--- config.mk ---
export PLATFORM = sky130hd
export DESIGN_NAME = sw_reg_wb_master_flat
export DESIGN_NICKNAME = d
export VERILOG_FILES = /design/src/rtl/sw_reg_wb_master_pkg.sv /design/src/rtl/sw_reg_wb_master_if.sv /design/src/rtl/sw_reg_wb_timeout.sv /design/src/rtl/sw_reg_wb_master.sv /design/src/flat_wrapper.sv
export SDC_FILE = /design/constraint.sdc
export NUM_CORES = 1
export LEC_CHECK = 0
export CELL_PAD_IN_SITES_DETAIL_PLACEMENT = 0
export CELL_PAD_IN_SITES_GLOBAL_PLACEMENT = 1
export CORE_ASPECT_RATIO = 1.5
export CORE_UTILIZATION = 30
export CTS_CLUSTER_DIAMETER = 60
export DETAILED_ROUTE_END_ITERATION = 16
export PLACE_DENSITY_LB_ADDON = 0.1
export REMOVE_ABC_BUFFERS = 1
export SLEW_MARGIN = 20
export SYNTH_ARGS = -nofsm -noshare
export SYNTH_HDL_FRONTEND = slang
export SYNTH_SLANG_ARGS = --single-unit
--- constraint.sdc ---
create_clock -name wb_clk_i -period 5 [get_ports wb_clk_i]
set_input_delay 1 -clock wb_clk_i [delete_from_list [all_inputs] [get_ports wb_clk_i]]
set_output_delay 1 -clock wb_clk_i [all_outputs]
set_load 0.1 [all_outputs]
--- src/rtl/sw_reg_wb_master_pkg.sv ---
// Shared types and constants for the sw_reg Wishbone initiator.
package sw_reg_pkg;

    localparam int C_WB_ADR_W        = 32;
    localparam int C_WB_DAT_W        = 32;
    localparam int C_WB_SEL_W        = 4;
    localparam int C_DEFAULT_TIMEOUT = 255;

    typedef enum logic [1:0] {
        ST_IDLE = 2'd0,
        ST_BUS  = 2'd1,
        ST_RESP = 2'd2
    } state_e;

    function automatic logic is_misaligned(input logic [1:0] adr_lsb);
        return adr_lsb != 2'b00;
    endfunction

endpackage

--- src/rtl/sw_reg_wb_master_if.sv ---
// Command/response fabric port and Wishbone classic bus of the sw_reg initiator.
interface sw_reg_wb_master_if;
    import sw_reg_pkg::*;

    logic                  cmd_valid;
    logic                  cmd_ready;
    logic                  cmd_we;
    logic [C_WB_SEL_W-1:0] cmd_sel;
    logic [C_WB_ADR_W-1:0] cmd_adr;
    logic [C_WB_DAT_W-1:0] cmd_dat;

    logic                  rsp_valid;
    logic                  rsp_ready;
    logic [C_WB_DAT_W-1:0] rsp_dat;
    logic                  rsp_err;
    logic                  rsp_timeout;
    logic                  busy;

    logic                  wb_cyc_o;
    logic                  wb_stb_o;
    logic                  wb_we_o;
    logic [C_WB_SEL_W-1:0] wb_sel_o;
    logic [C_WB_ADR_W-1:0] wb_adr_o;
    logic [C_WB_DAT_W-1:0] wb_dat_o;
    logic [C_WB_DAT_W-1:0] wb_dat_i;
    logic                  wb_ack_i;
    logic                  wb_err_i;

    modport master (
        input  cmd_valid, cmd_we, cmd_sel, cmd_adr, cmd_dat, rsp_ready,
        input  wb_dat_i, wb_ack_i, wb_err_i,
        output cmd_ready, rsp_valid, rsp_dat, rsp_err, rsp_timeout, busy,
        output wb_cyc_o, wb_stb_o, wb_we_o, wb_sel_o, wb_adr_o, wb_dat_o
    );

    modport slave (
        output cmd_valid, cmd_we, cmd_sel, cmd_adr, cmd_dat, rsp_ready,
        output wb_dat_i, wb_ack_i, wb_err_i,
        input  cmd_ready, rsp_valid, rsp_dat, rsp_err, rsp_timeout, busy,
        input  wb_cyc_o, wb_stb_o, wb_we_o, wb_sel_o, wb_adr_o, wb_dat_o
    );

endinterface

--- src/rtl/sw_reg_wb_timeout.sv ---
// 16-bit bus-cycle watchdog; tc_o flags the last allowed cycle when enabled.
module sw_reg_wb_timeout
    import sw_reg_pkg::*;
#(
    parameter int C_TIMEOUT = C_DEFAULT_TIMEOUT
) (
    input  logic clk_i,
    input  logic rst_i,
    input  logic clr_i,
    input  logic en_i,
    output logic tc_o
);

    localparam logic [15:0] C_TC_VAL = (C_TIMEOUT == 0) ? 16'd0 : 16'(C_TIMEOUT - 1);

    logic [15:0] cnt_q;

    always_ff @(posedge clk_i or posedge rst_i) begin
        if (rst_i) begin
            cnt_q <= '0;
        end else if (clr_i) begin
            cnt_q <= '0;
        end else if (en_i) begin
            cnt_q <= cnt_q + 16'd1;
        end
    end

    assign tc_o = (C_TIMEOUT != 0) && (cnt_q == C_TC_VAL);

endmodule

--- src/rtl/sw_reg_wb_master.sv ---
// Single-outstanding Wishbone classic initiator: one command in, one bus cycle, one response out.
module sw_reg_wb_master
    import sw_reg_pkg::*;
#(
    parameter int C_TIMEOUT     = C_DEFAULT_TIMEOUT,
    parameter bit C_ALIGN_CHECK = 1'b1
) (
    input  logic               wb_clk_i,
    input  logic               wb_rst_i,
    sw_reg_wb_master_if.master bus
);

    state_e                state_q;
    logic                  busy_q;
    logic                  cyc_q;
    logic                  stb_q;
    logic                  we_q;
    logic [C_WB_SEL_W-1:0] sel_q;
    logic [C_WB_ADR_W-1:0] adr_q;
    logic [C_WB_DAT_W-1:0] dat_q;
    logic                  rsp_valid_q;
    logic [C_WB_DAT_W-1:0] rsp_dat_q;
    logic                  rsp_err_q;
    logic                  rsp_timeout_q;
    logic                  tc;
    logic                  term;

    sw_reg_wb_timeout #(
        .C_TIMEOUT (C_TIMEOUT)
    ) u_timeout (
        .clk_i (wb_clk_i),
        .rst_i (wb_rst_i),
        .clr_i (state_q != ST_BUS),
        .en_i  (state_q == ST_BUS),
        .tc_o  (tc)
    );

    assign term = bus.wb_err_i || bus.wb_ack_i || tc;

    always_ff @(posedge wb_clk_i or posedge wb_rst_i) begin
        if (wb_rst_i) begin
            state_q       <= ST_IDLE;
            busy_q        <= 1'b0;
            cyc_q         <= 1'b0;
            stb_q         <= 1'b0;
            we_q          <= 1'b0;
            sel_q         <= '0;
            adr_q         <= '0;
            dat_q         <= '0;
            rsp_valid_q   <= 1'b0;
            rsp_dat_q     <= '0;
            rsp_err_q     <= 1'b0;
            rsp_timeout_q <= 1'b0;
        end else begin
            case (state_q)
                ST_IDLE: begin
                    if (bus.cmd_valid) begin
                        sel_q  <= bus.cmd_sel;
                        adr_q  <= bus.cmd_adr;
                        dat_q  <= bus.cmd_dat;
                        busy_q <= 1'b1;
                        if (C_ALIGN_CHECK && is_misaligned(bus.cmd_adr[1:0])) begin
                            state_q       <= ST_RESP;
                            rsp_valid_q   <= 1'b1;
                            rsp_err_q     <= 1'b1;
                            rsp_timeout_q <= 1'b0;
                            rsp_dat_q     <= '0;
                        end else begin
                            state_q <= ST_BUS;
                            we_q    <= bus.cmd_we;
                            cyc_q   <= 1'b1;
                            stb_q   <= 1'b1;
                        end
                    end
                end
                ST_BUS: begin
                    if (term) begin
                        // err beats ack; neither means the watchdog fired
                        state_q       <= ST_RESP;
                        cyc_q         <= 1'b0;
                        stb_q         <= 1'b0;
                        we_q          <= 1'b0;
                        rsp_valid_q   <= 1'b1;
                        rsp_err_q     <= bus.wb_err_i || !bus.wb_ack_i;
                        rsp_timeout_q <= !bus.wb_err_i && !bus.wb_ack_i;
                        rsp_dat_q     <= (!bus.wb_err_i && bus.wb_ack_i && !we_q) ? bus.wb_dat_i : '0;
                    end
                end
                ST_RESP: begin
                    if (bus.rsp_ready) begin
                        state_q     <= ST_IDLE;
                        busy_q      <= 1'b0;
                        rsp_valid_q <= 1'b0;
                    end
                end
                default: begin
                    state_q <= ST_IDLE;
                    busy_q  <= 1'b0;
                end
            endcase
        end
    end

    assign bus.cmd_ready   = (state_q == ST_IDLE) && !wb_rst_i;
    assign bus.busy        = busy_q;
    assign bus.wb_cyc_o    = cyc_q;
    assign bus.wb_stb_o    = stb_q;
    assign bus.wb_we_o     = we_q;
    assign bus.wb_sel_o    = sel_q;
    assign bus.wb_adr_o    = adr_q;
    assign bus.wb_dat_o    = dat_q;
    assign bus.rsp_valid   = rsp_valid_q;
    assign bus.rsp_dat     = rsp_dat_q;
    assign bus.rsp_err     = rsp_err_q;
    assign bus.rsp_timeout = rsp_timeout_q;

endmodule

--- src/flat_wrapper.sv ---
// flat-port wrapper written by rule: the top's interface ports become plain ports
module sw_reg_wb_master_flat import sw_reg_pkg::*;
#(
    parameter int C_TIMEOUT     = C_DEFAULT_TIMEOUT,
    parameter bit C_ALIGN_CHECK = 1'b1
)
  (wb_clk_i, wb_rst_i, bus_cmd_valid, bus_cmd_we, bus_cmd_sel, bus_cmd_adr, bus_cmd_dat, bus_rsp_ready, bus_wb_dat_i, bus_wb_ack_i, bus_wb_err_i, bus_cmd_ready, bus_rsp_valid, bus_rsp_dat, bus_rsp_err, bus_rsp_timeout, bus_busy, bus_wb_cyc_o, bus_wb_stb_o, bus_wb_we_o, bus_wb_sel_o, bus_wb_adr_o, bus_wb_dat_o);
  sw_reg_wb_master_if bus_i ();
  input  logic wb_clk_i;
  input  logic wb_rst_i;
  input wire logic [$bits(bus_i.cmd_valid)-1:0] bus_cmd_valid;
  input wire logic [$bits(bus_i.cmd_we)-1:0] bus_cmd_we;
  input wire logic [$bits(bus_i.cmd_sel)-1:0] bus_cmd_sel;
  input wire logic [$bits(bus_i.cmd_adr)-1:0] bus_cmd_adr;
  input wire logic [$bits(bus_i.cmd_dat)-1:0] bus_cmd_dat;
  input wire logic [$bits(bus_i.rsp_ready)-1:0] bus_rsp_ready;
  input wire logic [$bits(bus_i.wb_dat_i)-1:0] bus_wb_dat_i;
  input wire logic [$bits(bus_i.wb_ack_i)-1:0] bus_wb_ack_i;
  input wire logic [$bits(bus_i.wb_err_i)-1:0] bus_wb_err_i;
  output wire logic [$bits(bus_i.cmd_ready)-1:0] bus_cmd_ready;
  output wire logic [$bits(bus_i.rsp_valid)-1:0] bus_rsp_valid;
  output wire logic [$bits(bus_i.rsp_dat)-1:0] bus_rsp_dat;
  output wire logic [$bits(bus_i.rsp_err)-1:0] bus_rsp_err;
  output wire logic [$bits(bus_i.rsp_timeout)-1:0] bus_rsp_timeout;
  output wire logic [$bits(bus_i.busy)-1:0] bus_busy;
  output wire logic [$bits(bus_i.wb_cyc_o)-1:0] bus_wb_cyc_o;
  output wire logic [$bits(bus_i.wb_stb_o)-1:0] bus_wb_stb_o;
  output wire logic [$bits(bus_i.wb_we_o)-1:0] bus_wb_we_o;
  output wire logic [$bits(bus_i.wb_sel_o)-1:0] bus_wb_sel_o;
  output wire logic [$bits(bus_i.wb_adr_o)-1:0] bus_wb_adr_o;
  output wire logic [$bits(bus_i.wb_dat_o)-1:0] bus_wb_dat_o;
  assign bus_i.cmd_valid = bus_cmd_valid;
  assign bus_i.cmd_we = bus_cmd_we;
  assign bus_i.cmd_sel = bus_cmd_sel;
  assign bus_i.cmd_adr = bus_cmd_adr;
  assign bus_i.cmd_dat = bus_cmd_dat;
  assign bus_i.rsp_ready = bus_rsp_ready;
  assign bus_i.wb_dat_i = bus_wb_dat_i;
  assign bus_i.wb_ack_i = bus_wb_ack_i;
  assign bus_i.wb_err_i = bus_wb_err_i;
  assign bus_cmd_ready = bus_i.cmd_ready;
  assign bus_rsp_valid = bus_i.rsp_valid;
  assign bus_rsp_dat = bus_i.rsp_dat;
  assign bus_rsp_err = bus_i.rsp_err;
  assign bus_rsp_timeout = bus_i.rsp_timeout;
  assign bus_busy = bus_i.busy;
  assign bus_wb_cyc_o = bus_i.wb_cyc_o;
  assign bus_wb_stb_o = bus_i.wb_stb_o;
  assign bus_wb_we_o = bus_i.wb_we_o;
  assign bus_wb_sel_o = bus_i.wb_sel_o;
  assign bus_wb_adr_o = bus_i.wb_adr_o;
  assign bus_wb_dat_o = bus_i.wb_dat_o;
  sw_reg_wb_master #(.C_TIMEOUT(C_TIMEOUT), .C_ALIGN_CHECK(C_ALIGN_CHECK)) u_core (.wb_clk_i(wb_clk_i), .wb_rst_i(wb_rst_i), .bus(bus_i));
endmodule
==> impl_metrics.yaml, run 1 <==
yosys:
  yosysTopAreaCellShare: 0.6385
  synth_compound_area_frac: 0.09346
  synth_ff_type: "dfrtp_1"
  synth_edf_count: 0
  synth.most_common_cell: "dfrtp_1"
  synthSimpleGateAreaFrac: 0.06334
  synthDistinctLibCells: 44
  synth_top_family_by_area: "multiplexers"
  synth-xor-area-share: 0.01802
  synth.mux.area_fraction: 0.1576
  synth_area_leaders: "dfrtp_1 64%, mux2_2 16%, a22o_1 5.2%"
  synth_fa_ha_area_frac: 0.005149
  yosysWarnings: 0
  post_synth.cell_area_avg_um2: 14.51
  async_reset_ff_frac: 1.000
  ys_ff_latch: 124
  yosys-top-cells-count: "124 x dfrtp_1, 68 x mux2_2, 29 x a22o_1"
  seq_area_frac_synth: 0.6385
  synth_area_um2: 4860
  syn_inst: 335
  synth_top_cell_by_area: "dfrtp_1"
die:
  core_area_um2: 15770
  die_x_um: 105.9
  rows: 56
  start_util: 0.3083
  io_pins: 215
  dieArea_um2: 16720
  die_h_um: 157.9
placement:
  post_dp_cell_area_um2: 7214
  dp_slack_ns: 1.816
  dp_cells: 739
  dpl.hpwl_mm: 9.144
  io_buffers: 214
  gp_congestion: 0.7065
clocking:
  cts_root_buf: "clkbuf_16"
  clock_path_buffers: 2
  clkLatencyLatePin_ns: 0.41
  cts_tree: "yes"
  cts.repair.resized: 0
  ctsHoldBuffers: 0
  path_clk_slew_ns: 0.06
  htreeDepth: 4
  numCtsBuffers: 17
  cts.sinks: 124
  postCtsSetupBuffers: 0
pwr:
  p_sw_frac: 0.4938
  clockPowerShare: 0.233
  p_int_mw: 2.458
  total_power_mw: 4.857
  p_leak_nw: 3.208
  seq_power_share: 0.271
  p_per_area_nw_per_um2: 625.5
  comb_power_share: 0.496
  p_sw_mw: 2.398
  ir_worst_vdd_mv: 0.3635
detailed_routing:
  vias: 3558
  initialDrtViolationCount: 85
  wl_mm: 12.85
  wl_met2_mm: 6.457
  drt-met1-wl_mm: 5.379
  wl_per_cell_um: 16.67
  via_per_inst: 4.615
  wl_met3_um: 900
  firstDrtPassIters: 4
  top_layer: "met4"
  drc_errors: 0
  ant_nets: 0
setup_path:
  crit_arrival_ns: 1.99
  crit_chain: "clkdlybuf4s50_1"
  critical_path.top_delay_family: "buffers and inverters"
  worstPathRequired_ns: 4.00
  cp_slowest_stage_delay_ns: 1.17
  cpMaxStageDelayCell: "clkdlybuf4s50_1"
  start_kind: "flop"
  path_buf_inv: 1
  path_class: "reg2out"
  cp_max_fo: 3
  end_kind: "output pin"
grt:
  grt_max_degree: 73
  grt_pass1_wl_mm: 19.68
  track_usage: 0.1543
  antenna_found_initial: 0
  grt_pass1_vias: 3614
  overflow: 0
finish:
  finish.instance_area_um2: 7765
  fin_cells: 771
  area_growth_pct: 59.78
  final_util: 0.4925
  antenna_cells: 0
  fillers: 1449
  seqCellArea_um2: 3103
  multiInputGateArea_um2: 1650
  layout-drive-gt1-share: 0.2130
  final_nets: 664
timing:
  finalSetupViolCount: 0
  timing.final.crit_period_ns: 2.991
  rsz0062_at_grt: "no"
  hold_viol_final: 0
  finalCritPeriodShare: 0.5983
  slew_headroom: 0.3054
  slew_viol_final: 0
  timing.fmax_mhz: 334.3
  fin_tns_setup_ns: 0
  fin_skew_ns: 0.01056
  holdWs_ns: 0.4972
  max_slew.worst_pin.slew_ns: 1.039
  setup_ws_ns: 2.009
job:
  drv_cap: 0
outcome:
  status: "complete, no violations"
hold_path:
  min_path_type: "reg2reg"
[final timing paths]
kind | endpoint | slack [ns] | startpoint | cells past startpoint
max | bus_wb_we_o | 2.01 | u_core.bus.wb_we_o | 1
min | u_core.bus.rsp_dat[1] | 0.50 | u_core.bus.rsp_dat[1] | 1
max reg2reg | u_core.bus.rsp_dat[27] | 2.55 | u_core.state_q[1] | 4
min reg2reg | u_core.bus.rsp_dat[1] | 0.50 | u_core.bus.rsp_dat[1] | 1
max in group asynchronous | u_core.state_q[1] | 3.07 | wb_rst_i | 3
min in group asynchronous | u_core.u_timeout.cnt_q[13] | 1.08 | wb_rst_i | 2
[power groups by stage]
stage               Combinational [mW]  Sequential [mW]  Clock [mW]
CTS                               2.43             1.32        1.16
global route                      2.47             1.35        1.21
detailed placement                2.43             1.34           0
finish                            2.41             1.31        1.13
global placement                  2.41             1.33           0
floorplan                        0.289             2.85           0
[cell families after synthesis]
group                      Yosys count
DFF                                124
muxes                               68
AOI/OAI and AO/OA                   56
and+or+nand+nor                     52
buffers and inverters               23
xor gates and xnor gates            10
adders and majority gates            2
[layer usage]
layer  up-vias  global-route usage
met5         -                   0
met4         0             0.05357
met3         9             0.05434
met2       137              0.2614
met1      1750              0.1809
li1       1662                   -
[area by class of cell]
type | instances | area share
Clock buffer | 18 | 0.05656
Clock inverter | 14 | 0.01434
Inverter | 6 | 0.003223
Multi-Input combinational cell | 188 | 0.2125
Sequential cell | 124 | 0.3996
Tap cell | 203 | 0.03271
Timing Repair Buffer | 218 | 0.2810
[registers in the layout (all words and copies together), names as in the netlist]
name,flops
u_core.bus.rsp_valid,1
u_core.bus.rsp_timeout,1
u_core.u_timeout.cnt_q,16
u_core.bus.wb_we_o,1
u_core.bus.wb_adr_o,32
u_core.state_q,2
u_core.bus.rsp_dat,32
u_core.bus.busy,1
u_core.bus.wb_cyc_o,1
u_core.bus.rsp_err,1
u_core.bus.wb_sel_o,4
u_core.bus.wb_dat_o,32
[cells in the final DEF, fill, tap and decap left out, types with 4 or more instances in the layout]
cell type / instances
clkdlybuf4s50_1: 213
dfrtp_1: 124
mux2_2: 68
a22o_1: 29
clkbuf_16: 17
nor2_1: 16
a21oi_1: 7
nand2_1: 7
nand3_1: 6
xor2_1: 6
inv_1: 5
clkinvlp_4: 5
xnor2_1: 4
a22o_2: 4
inv_6: 4
buf_4: 4
Note: power is estimated with default switching activity, not from simulation.
==> run 2, diff against run 1 <==
==> constraint.sdc (replaced) <==
create_clock -name wb_clk_i -period 3.1 [get_ports wb_clk_i]
set_input_delay 0.62 -clock wb_clk_i [delete_from_list [all_inputs] [get_ports wb_clk_i]]
set_output_delay 0.62 -clock wb_clk_i [all_outputs]
set_load 0.1 [all_outputs]
==> run 2 against run 1 <==
Combinational power grew 56%; clock-buffer cell count grew 2; highest routed layer unchanged; via count hardly changed; sequential power is 63% higher; utilization decreased by 0.90 points; routed wire length decreased by 3.9%; sequential share of layout area grew 0.74 points; first-iteration DRC count is 59% higher; hold slack better by 0.0040 ns; total power increased by 66%; clock skew down 0.00054 ns; non-clock buffer count rose by 3.
==> impl_metrics.yaml, run 2 (synthesis results as in run 1) <==
finish:
  mostFrequentLayoutCells: "124 x dfrtp_1, 113 x buf_4, 106 x clkdlybuf4s50_1"
  fin_cells: 774
  final_common_cell: "dfrtp_1"
  antenna_cells: 0
  finish.instance_area_um2: 7624
  area_growth_pct: 56.87
  final_nets: 667
  layout-drive-gt1-share: 0.4028
clocking:
  numCtsBuffers: 17
  htreeDepth: 4
  cts_root_buf: "clkbuf_16"
  cts.repair.resized: 0
  cts.sinks: 124
  clkLatencyLatePin_ns: 0.41
  postCtsSetupBuffers: 0
  path_clk_slew_ns: 0.06
  clock_path_buffers: 2
  cts_tree: "yes"
  ctsHoldBuffers: 0
setup_path:
  path_class: "in2out"
  start_kind: "input port"
  crit_arrival_ns: 1.61
  cp_max_fo: 2
  end_kind: "output pin"
  worstPathRequired_ns: 2.48
pwr:
  clockPowerShare: 0.266
  seq_power_share: 0.265
  p_sw_mw: 3.844
  p_int_mw: 4.198
  comb_power_share: 0.469
  ir_worst_vdd_mv: 0.5116
  p_leak_nw: 3.412
  p_sw_frac: 0.4779
  total_power_mw: 8.042
  p_per_area_nw_per_um2: 1055
die:
  io_pins: 215
  die_x_um: 105.9
  die_h_um: 157.9
  rows: 56
  dieArea_um2: 16720
  start_util: 0.3083
  core_area_um2: 15770
timing:
  rsz0062_at_grt: "no"
  finalSetupViolCount: 0
  setup_ws_ns: 0.8663
  max_slew.worst_pin.slew_ns: 0.5668
  timing.final.crit_period_ns: 2.234
  slew_headroom: 0.6192
  fin_skew_ns: 0.01002
  timing.fmax_mhz: 447.7
  slew_viol_final: 0
  hold_viol_final: 0
  finalCritPeriodShare: 0.7206
  fin_tns_setup_ns: 0
placement:
  post_dp_cell_area_um2: 6982
  dp_cells: 742
  gp_congestion: 0.7087
  dp_slack_ns: 0.6229
  dpl.hpwl_mm: 8.837
  io_buffers: 214
grt:
  overflow: 0
  antenna_found_initial: 0
  track_usage: 0.1503
  grt_pass1_vias: 3614
  grt_max_degree: 60
  grt_pass1_wl_mm: 19.22
detailed_routing:
  firstDrtPassIters: 4
  wl_mm: 12.35
  wl_per_cell_um: 15.96
  drt-met1-wl_mm: 5.182
  wl_met3_um: 846
  top_layer: "met4"
  ant_nets: 0
  vias: 3557
  via_per_inst: 4.596
  drc_errors: 0
  wl_met2_mm: 6.069
  initialDrtViolationCount: 135
job:
  drv_cap: 0
hold_path:
  min_path_type: "reg2reg"
outcome:
  status: "complete, no violations"
-- run 2: changes by cell type in the layout (fill, tap and decap cells not counted) --
cell,delta
inv_6,-1
clkbuf_1,+1
bufinv_16,+4
inv_8,-1
clkinv_2,-1
clkinv_4,+1
clkbuf_8,+1
buf_12,+1
clkdlybuf4s50_1,-107
clkinvlp_4,-4
buf_4,+109
-- run 2: layer usage --
metal  global-route usage  up-vias
li1                     -     1667
met5                    0        -
met2               0.2425      143
met4              0.06151        0
met3              0.05228       17
met1               0.1831     1730
-- run 2: critical path, cell delays in order --
cell,delay (ns)
clkdlybuf4s50_1,0.47
nor3_1,0.30
buf_12,0.23
-- run 2: area by class of cell --
cell class	count	area, um2
Multi-Input combinational cell	188	1650
Fill cell	1442	8142
Sequential cell	124	3103
Timing Repair Buffer	221	1949
Clock inverter	12	185.2
Clock buffer	20	456.7
Tap cell	203	254.0
Inverter	6	25.02
-- run 2: power by group through the flow --
stage,Clock [mW],Combinational [mW],Sequential [mW]
6_report,2.14,3.77,2.13
4_1_cts,2.19,3.80,2.14
3_5_place_dp,0,3.80,2.16
5_1_grt,2.27,3.87,2.18
3_3_place_gp,0,3.78,2.15
2_1_floorplan,0,0.467,4.60
-- run 2: final timing paths --
path / slack (ns) / cells past startpoint / endpoint / start
min in group asynchronous: 0.61 / 2 / u_core.bus.wb_dat_o[30] / wb_rst_i
hold / removal: 0.50 / 1 / u_core.bus.rsp_dat[17] / u_core.bus.rsp_dat[17]
max in group asynchronous: 1.85 / 3 / u_core.bus.wb_we_o / wb_rst_i
setup reg to reg: 0.94 / 5 / u_core.bus.rsp_dat[31] / u_core.state_q[1]
setup / recovery: 0.87 / 3 / bus_cmd_ready / wb_rst_i
hold reg to reg: 0.50 / 1 / u_core.bus.rsp_dat[17] / u_core.bus.rsp_dat[17]
-- run 2: stage by stage --
step                hold WS, ns    util
detailed placement       0.4868  0.4429
CTS                      0.5042  0.4836
floorplan                0.4749       -
global placement         0.4843  0.4429
global route             0.5224  0.4836
finish                   0.5012  0.4836
